### src/rtl/dsp48a1_mac_ctrl.sv
// dsp48a1_mac_ctrl
// Sequences a multiply-accumulate job on a DSP48A1 slice: streams operand
// pairs into the slice, picks the OPMODE for each cycle, waits for the
// slice pipeline to flush and captures the accumulated P value.

module dsp48a1_mac_ctrl #(
  parameter int WIDTH    = 18,
  parameter int LEN_W    = 8,
  parameter int PIPE_LAT = 4
) (
  input  logic                    clk,
  input  logic                    rst,
  input  logic                    start,
  input  logic [LEN_W-1:0]        len,
  input  logic                    in_valid,
  output logic                    in_ready,
  input  logic signed [WIDTH-1:0] a_in,
  input  logic signed [WIDTH-1:0] b_in,
  output logic signed [WIDTH-1:0] dsp_a,
  output logic signed [WIDTH-1:0] dsp_b,
  output logic [7:0]              opmode,
  output logic                    ce,
  input  logic [47:0]             dsp_p,
  output logic [47:0]             result,
  output logic                    busy,
  output logic                    done
);

  localparam int DW = $clog2(PIPE_LAT + 1);

  localparam logic [1:0] S_IDLE  = 2'd0;
  localparam logic [1:0] S_ACCUM = 2'd1;
  localparam logic [1:0] S_DRAIN = 2'd2;
  localparam logic [1:0] S_DONE  = 2'd3;

  localparam logic [7:0] OP_ZERO = 8'h00;
  localparam logic [7:0] OP_MUL  = 8'h01;
  localparam logic [7:0] OP_HOLD = 8'h08;
  localparam logic [7:0] OP_MAC  = 8'h09;

  logic [1:0]       state;
  logic [LEN_W-1:0] cnt;
  logic [DW-1:0]    dcnt;
  logic             first;
  logic             xfer;

  // Status and handshake outputs are pure decodes of the current state.
  always_comb begin
    in_ready = (state == S_ACCUM);
    busy     = (state == S_ACCUM) || (state == S_DRAIN);
    ce       = busy;
    done     = (state == S_DONE);
    xfer     = in_valid && in_ready;
  end

  // Main sequencer: operand registers, OPMODE selection, product and drain
  // counting, and capture of the slice output once its pipeline has flushed.
  always_ff @(posedge clk or negedge rst) begin
    if (!rst) begin
      state  <= S_IDLE;
      cnt    <= '0;
      dcnt   <= '0;
      first  <= 1'b0;
      dsp_a  <= '0;
      dsp_b  <= '0;
      opmode <= OP_ZERO;
      result <= '0;
    end else begin
      case (state)
        S_IDLE: begin
          opmode <= OP_ZERO;
          if (start) begin
            if (len != '0) begin
              state <= S_ACCUM;
              cnt   <= len;
              first <= 1'b1;
            end else begin
              state  <= S_DONE;
              result <= '0;
            end
          end
        end
        S_ACCUM: begin
          if (xfer) begin
            dsp_a  <= a_in;
            dsp_b  <= b_in;
            opmode <= first ? OP_MUL : OP_MAC;
            first  <= 1'b0;
            cnt    <= cnt - LEN_W'(1);
            if (cnt == LEN_W'(1)) begin
              state <= S_DRAIN;
              dcnt  <= DW'(PIPE_LAT);
            end
          end else begin
            opmode <= OP_HOLD;
          end
        end
        S_DRAIN: begin
          opmode <= OP_HOLD;
          if (dcnt == '0) begin
            result <= dsp_p;
            state  <= S_DONE;
          end else begin
            dcnt <= dcnt - DW'(1);
          end
        end
        S_DONE: begin
          opmode <= OP_ZERO;
          state  <= S_IDLE;
        end
        default: state <= S_IDLE;
      endcase
    end
  end

endmodule

### config.mk
export PLATFORM = sky130hd
export DESIGN_NAME = dsp48a1_mac_ctrl
export DESIGN_NICKNAME = d
export VERILOG_FILES = /design/src/rtl/dsp48a1_mac_ctrl.sv
export SDC_FILE = /design/constraint.sdc
export NUM_CORES = 1
export LEC_CHECK = 0
export CORE_UTILIZATION = 42
export CTS_BUF_LIST = sky130_fd_sc_hd__clkbuf_16
export DETAILED_ROUTE_END_ITERATION = 16
export PLACE_DENSITY = 0.82
export SYNTH_ARGS = -nofsm -noshare
export SYNTH_HDL_FRONTEND = slang
export SYNTH_SLANG_ARGS = --single-unit
### constraint.sdc
create_clock -name clk -period 2.33 [get_ports clk]
set_input_delay 0.3495 -clock clk [delete_from_list [all_inputs] [get_ports clk]]
set_output_delay 0.3495 -clock clk [all_outputs]
set_load 0.01 [all_outputs]
==> flow_summary.toml, run 1 <==
[status]
status = "completed"

[global_route]
grt-ovfl-total = 0
antenna_found_initial = 0
globalRouteTotalUtil = 0.211
first_global_vias = 3271
largest_net_degree_at_the_start_of_global_routing = 49
first_pass_grt_wire_length_um = 16500

[final_layout]
share_of_post_route_cells_with_drive_strength_above_1 = 0.139
fillerInstances = 751
multi_input_gate_area_in_the_final_layout_um2 = 1550
flow.area_growth_from_synthesis_pct = 54.5
finalCoreUtilization = 0.669
antenna_cells = 0
post_layout_cell_count = 635
fin_nets = 603
seqCellArea_um2 = 2500

[clock_network]
cts_made_buffers = 9
clock_insertion_delay_worst_skew_ns = 0.35
root_buffer = "sky130_fd_sc_hd__clkbuf_16"
tritoncts_clock_tree = "done"
h-tree-depth = 3
worst_setup_hold_path_clk_slew_ns = 0.06
clock_sink_count = 100
cts-root-to-sink-buffers = 2

[sta]
max_slew.worst_pin.slew_ns = 0.528
relSlewSlack = 0.648
totalNegativeSetupSlack_ns = 0
final.min_clock_period_ns = 2.20
setup_viol = 0
timing.final.crit_share = 0.946
grt_setup_unrepaired = "false"
final.setup_skew_ns = 0.00534
final_max_slew_viol_count = 0
achievable-frequency_ghz = 0.454
final_critical_path_setup_slack_ns = 0.125
hold_violation_count_in_the_final_report = 0

[pwr]
seq_power_share = 0.361
leakage_nw = 2.83
powerDensity_nw_per_um2 = 1120
clkPwrFrac = 0.183
power.ir.vdd_worst_uv = 724
power.net_switching_w = 0.00238
comb_power_share = 0.456
fraction_of_power_spent_switching_nets = 0.326
internal-power_w = 0.00492
total_power_w = 0.00730

[die]
num_io_pins = 192
die_height_um = 102
initial_core_util = 0.433
chipWidth_um = 102
placement_rows = 36
floorplan.die_area_um2 = 10500
core_area_um2 = 9770

[yosys]
synth_cells = 308
synth.lib_cells_used.distinct = 45
synth_simple_gate_area_frac = 0.0425
synthArstFlopShare = 1.00
ys_top_cells_by_area = "sky130_fd_sc_hd__dfrtp_1 (59%), sky130_fd_sc_hd__a22o_1 (9.9%), sky130_fd_sc_hd__mux2_2 (9.8%), sky130_fd_sc_hd__ha_1 (3.0%), sky130_fd_sc_hd__mux2i_1 (1.7%)"
synth_area_in_adders = 0.0295
mappedNetlistArea_um2 = 4240
syn_avg_cell_area_um2 = 13.8
yosys.area_share.xor_xnor = 0
synth_edf_count = 0
post-synth-top-area-fraction = 0.591
ys_seq_elements = 100
synth_compound_area_frac = 0.173
synth_mux_area_frac = 0.115
ys_dominant_reg_cell = "sky130_fd_sc_hd__dfrtp_1"
largest_family_of_logic_cells_by_synthesized_area = "compound AO/OA/AOI/OAI gates"
synth.largest_area_cell = "sky130_fd_sc_hd__dfrtp_1"
synth_warnings = 0
seq_area_frac_synth = 0.591

[setup_path]
worstRegToRegCells = 7
arrival_ns = 1.86
path_max_fanout = 12
regToRegStartpoint = "state[0]"
required_time_at_the_worst_slack_endpoint_ns = 1.98
worstSetupEndpoint = "in_ready"
crit_path_end_kind = "output port"
critPathLaunchType = "register"
critPathLaunch = "state[1]"
setup.worst_path.class = "register to output port"
worstReg2RegEnd = "result[0]"
regToRegSetupSlack_ns = 0.35

[route]
detailroute.via_count = 3304
avgRoutedWirePerCell_um = 17.4
avgViaCountPerCell = 5.20
detailed_router_s_first_iteration_violation_count = 113
detailedRoute.firstPassIterationCount = 4
drt_wl_total_um = 11100
detail-route-antenna-nets = 0
drt_drc_violations_left = 0

[placed_design]
replace_congestion = 0.827
dp_worst_setup_slack_ns = 0.0177
detailedPlacementHpwl_um = 8190
portBuffers = 185
placed_cells_incl_taps = 618

[worst_hold_path]
hold_class = "register to register"

[job]
cap_viol_max_count = 0
## final cells by class
class                      instances  share of cell area
multi-input combinational        173               0.237
clock inverter                     7             0.00555
inverter                          14             0.00803
tap                              133              0.0254
timing repair buffer             199               0.307
sequential                       100               0.382
clock buffer                       9              0.0344
## worst max-delay path: stages, from the launching register on
cell and delay (ns):
sky130_fd_sc_hd__dfrtp_1 0.40, sky130_fd_sc_hd__inv_1 0.15, sky130_fd_sc_hd__ha_2 0.36, sky130_fd_sc_hd__clkdlybuf4s50_1 0.60
## power groups by stage
stage                     Clock (W)  Combinational, W  Sequential (W)
after CTS                   0.00139           0.00336         0.00264
after global placement            0           0.00322         0.00263
after detailed placement          0           0.00334         0.00266
after global routing        0.00145           0.00358         0.00271
final                       0.00134           0.00333         0.00264
after floorplan                   0           0.00151         0.00283
## worst min-delay path by stage
| stage | startpoint | endpoint | slack [ns] | depth (start not counted) |
|---|---|---|---|---|
| global placement | rst | dsp_a[5] | 0.36 | 1 |
| detailed placement | rst | result[43] | 0.37 | 1 |
| finish | dsp_b[7] | dsp_b[7] | 0.50 | 1 |
| global route | result[6] | result[6] | 0.52 | 1 |
| CTS | dsp_b[7] | dsp_b[7] | 0.51 | 1 |
| floorplan | rst | cnt[0] | 0.05 | 0 |
## Yosys cell counts, drive strengths merged (2+ instances only)
master / instances
o41ai: 2
or3: 2
clkbuf: 10
dfrtp: 100
o21ai: 2
nand2b: 2
o22a: 5
a221oi: 3
o211ai: 2
mux2: 37
nand2: 6
ha: 10
a21o: 2
a211oi: 4
buf: 16
a31oi: 2
a22o: 48
or4: 2
a2bb2oi: 2
inv: 14
nor2: 7
a21oi: 4
mux2i: 7
nor4: 2
## layer usage
metal	vias up	track usage	routed length [um]
met3	12	0.0882	1100
met5	-	0	0
met2	148	0.350	5620
li1	1510	-	-
met1	1634	0.250	4250
met4	0	0.0582	104
## what timing repair did
| item | 4_1_cts | 5_1_grt |
|---|---|---|
| hold buffers | 1 | 0 |
| buffers inserted | 0 | 0 |
| setup endpoints to repair | 1 | 0 |
| hold endpoints to repair | 18 | 0 |
| resized for setup | 1 | 0 |
## state kept, by name (all words and copies together) (netlist names)
name	cells
opmode	2
dsp_b	18
result	48
dcnt	3
state	2
cnt	8
dsp_a	18
first	1
## through the flow
stage                     cell area [um2]  hold slack, ns
after global routing                 6540           0.516
after CTS                            6540           0.506
final                                6540           0.502
after global placement               6270           0.363
after detailed placement             6270           0.369
after floorplan                      4250          0.0539
## logic make-up (layout without fill, tap and decap cells)
| logic type | after synthesis | count (layout) |
|---|---|---|
| other cells | 1 | 6 |
| simple gates | 28 | 28 |
| buf+inv | 40 | 229 |
| fa+ha+maj | 10 | 10 |
| compound gates | 85 | 85 |
| flops | 100 | 100 |
| mux | 44 | 44 |
## cells in the final DEF (no fill, tap or decap), types with 3 or more instances in the layout
master,n
sky130_fd_sc_hd__a22o_1,48
sky130_fd_sc_hd__ha_1,9
sky130_fd_sc_hd__dfrtp_1,100
sky130_fd_sc_hd__a221oi_1,3
sky130_fd_sc_hd__mux2_2,37
sky130_fd_sc_hd__nand2_1,6
sky130_fd_sc_hd__a211oi_1,4
sky130_fd_sc_hd__nor2_1,7
sky130_fd_sc_hd__clkdlybuf4s50_1,184
sky130_fd_sc_hd__clkbuf_16,9
sky130_fd_sc_hd__o22a_1,5
sky130_fd_sc_hd__buf_4,10
sky130_fd_sc_hd__mux2i_1,7
sky130_fd_sc_hd__a21oi_1,4
sky130_fd_sc_hd__conb_1,6
sky130_fd_sc_hd__inv_1,17
sky130_fd_sc_hd__buf_12,4
(Power assumes the default switching activity.)
==> inputs of run 2 (changes only) <==
--- a/config.mk
+++ b/config.mk
@@ -5,10 +5,10 @@
 export SDC_FILE = /design/constraint.sdc
 export NUM_CORES = 1
 export LEC_CHECK = 0
-export CORE_UTILIZATION = 42
+export CORE_UTILIZATION = 37
 export CTS_BUF_LIST = sky130_fd_sc_hd__clkbuf_16
 export DETAILED_ROUTE_END_ITERATION = 16
-export PLACE_DENSITY = 0.82
+export PLACE_DENSITY = 0.74
 export SYNTH_ARGS = -nofsm -noshare
 export SYNTH_HDL_FRONTEND = slang
 export SYNTH_SLANG_ARGS = --single-unit
==> run 2 against run 1 <==
Critical path depth increased by 1; sequential share of layout area down 0.23 points; non-clock buffer count grew 2; routed wire length down 4.1%; maximum frequency is 0.85% lower; clock power is essentially flat; largest power group unchanged.
==> flow_summary.toml, run 2 (same netlist as run 1, synthesis figures left out) <==
[status]
status = "completed"

[final_layout]
top_register = "result"
layout.cells.most_common_list = "sky130_fd_sc_hd__clkdlybuf4s50_1 (184), sky130_fd_sc_hd__dfrtp_1 (100), sky130_fd_sc_hd__a22o_1 (48), sky130_fd_sc_hd__mux2_2 (37), sky130_fd_sc_hd__inv_1 (15)"
largest_register_ffs = 48
finalCoreUtilization = 0.599
fillerInstances = 890
share_of_post_route_cells_with_drive_strength_above_1 = 0.149
flow.area_growth_from_synthesis_pct = 55.4
reg.largest.list = "result (48), dsp_a (18), dsp_b (18)"
antenna_cells = 0
mostFrequentLayoutCell = "sky130_fd_sc_hd__clkdlybuf4s50_1"
fin_nets = 605

[setup_path]
setup.worst_path.class = "register to output port"
crit_path_end_kind = "output port"
cpPeakStageDelay_ns = 0.54
regToRegSetupSlack_ns = 0.26
worst-path-stages = 4
path_cells = "inv_1, ha_2, buf_4, clkdlybuf4s50_1"
family_with_the_most_delay_on_the_worst_path = "buffers and inverters"
path_max_fanout = 10
worstRegToRegCells = 6
worstReg2RegEnd = "result[16]"
critPathLaunchType = "register"
regToRegStartpoint = "state[0]"
cp.buffers_inverters = 3
critical_path.slowest_cell = "sky130_fd_sc_hd__clkdlybuf4s50_1"
critPathLaunch = "state[1]"
required_time_at_the_worst_slack_endpoint_ns = 1.98
arrival_ns = 1.87

[die]
floorplan.die_area_um2 = 11900
core_area_um2 = 11000
placement_rows = 38
chipWidth_um = 109
num_io_pins = 192
die_height_um = 109
initial_core_util = 0.386

[pwr]
comb_power_share = 0.454
power.ir.vdd_worst_uv = 684
seq_power_share = 0.359
leakage_nw = 2.84
internal-power_w = 0.00495
fraction_of_power_spent_switching_nets = 0.325
clkPwrFrac = 0.187
powerDensity_nw_per_um2 = 1110
power.net_switching_w = 0.00239

[sta]
final.setup_skew_ns = 0.0104
final.min_clock_period_ns = 2.22
hold_violation_count_in_the_final_report = 0
max_slew.worst_pin.slew_ns = 0.527
grt_setup_unrepaired = "false"
timing.final.crit_share = 0.954
relSlewSlack = 0.648
totalNegativeSetupSlack_ns = 0
setup_viol = 0
final_max_slew_viol_count = 0
achievable-frequency_ghz = 0.450

[route]
detailedRoute.firstPassIterationCount = 4
avgViaCountPerCell = 5.00
detailroute.via_count = 3221
detail-route-antenna-nets = 0
drt_drc_violations_left = 0
detailed_router_s_first_iteration_violation_count = 109
avgRoutedWirePerCell_um = 16.5
drt_wl_total_um = 10600

[clock_network]
clock_insertion_delay_worst_skew_ns = 0.33
clock_sink_count = 100
cts_made_buffers = 9
h-tree-depth = 3
root_buffer = "sky130_fd_sc_hd__clkbuf_16"
worst_setup_hold_path_clk_slew_ns = 0.07
cts-root-to-sink-buffers = 2
post_cts_setup_bufs = 0
tritoncts_clock_tree = "done"

[global_route]
first_pass_grt_wire_length_um = 16100
largest_net_degree_at_the_start_of_global_routing = 51
antenna_found_initial = 0
grt-ovfl-total = 0
globalRouteTotalUtil = 0.176
first_global_vias = 3260

[placed_design]
detailedPlacementHpwl_um = 7880
portBuffers = 185
replace_congestion = 0.783

[worst_hold_path]
hold_class = "register to register"
holdPathEnd = "dsp_b[4]"
worst_hold_depth = 1
min_from = "dsp_b[4]"

[job]
cap_viol_max_count = 0
==> run 2: cell count changes in the layout (fill, tap and decap cells not counted), sizes merged <==
cell,delta
buf,+2
clkinvlp,+1
inv,-1
==> run 2: metrics by stage <==
stage                     total power [W]  cell area [um2]  setup slack [ns]  hold slack [ns]  cells
after CTS                         0.00743             6580            0.0292            0.509    644
after detailed placement          0.00601             6290           -0.0396            0.339    627
after global routing              0.00778             6580            0.0115            0.520    644
after global placement            0.00589             6290            0.0290            0.331    627
final                             0.00734             6580             0.106            0.506    644
after floorplan                   0.00433             4250             0.276           0.0539    313
==> run 2: what timing repair did <==
action | 4_1_cts | 5_1_grt
resized for setup | 0 | 1
setup endpoints to repair | 0 | 1
hold buffers | 1 | 0
endpoints found under the hold margin | 33 | 0
==> run 2: area by class of cell <==
class	count	area, um2	share of cell area
Clock buffer	9	225	0.0342
Clock inverter	7	52.6	0.00798
Timing Repair Buffer	201	2020	0.307
Sequential cell	100	2500	0.380
Tap cell	140	175	0.0266
Inverter	14	52.6	0.00798
Multi-Input combinational cell	173	1550	0.236
==> run 2: metal layers <==
metal,vias up,share of wire,track usage
met4,0,0.0079,0.0415
met1,1574,0.41,0.212
met2,130,0.51,0.311
li1,1507,-,-
met3,10,0.073,0.0484
met5,-,0,0
==> run 2: how the worst max path moves through the flow <==
stage | to | slack, ns
final | in_ready | 0.11
after global routing | in_ready | 0.01
after CTS | in_ready | 0.03
after detailed placement | result[24] | -0.04
after global placement | result[26] | 0.03
after floorplan | result[0] | 0.28
==> run 2: worst reg2reg max path: stages (launching register included) <==
cell and delay [ns]:
sky130_fd_sc_hd__dfrtp_1 0.42, sky130_fd_sc_hd__inv_1 0.15, sky130_fd_sc_hd__ha_1 0.41, sky130_fd_sc_hd__a31oi_1 0.14
sky130_fd_sc_hd__a221o_2 0.36, sky130_fd_sc_hd__buf_4 0.21, sky130_fd_sc_hd__a22o_1 0.26
==> run 2: power by group through the flow <==
| stage | Clock (W) | Sequential, W | Combinational [W] |
|---|---|---|---|
| CTS | 0.00143 | 0.00264 | 0.00336 |
| global placement | 0 | 0.00262 | 0.00327 |
| floorplan | 0 | 0.00283 | 0.00151 |
| detailed placement | 0 | 0.00267 | 0.00335 |
| global route | 0.00149 | 0.00270 | 0.00359 |
| finish | 0.00137 | 0.00263 | 0.00333 |
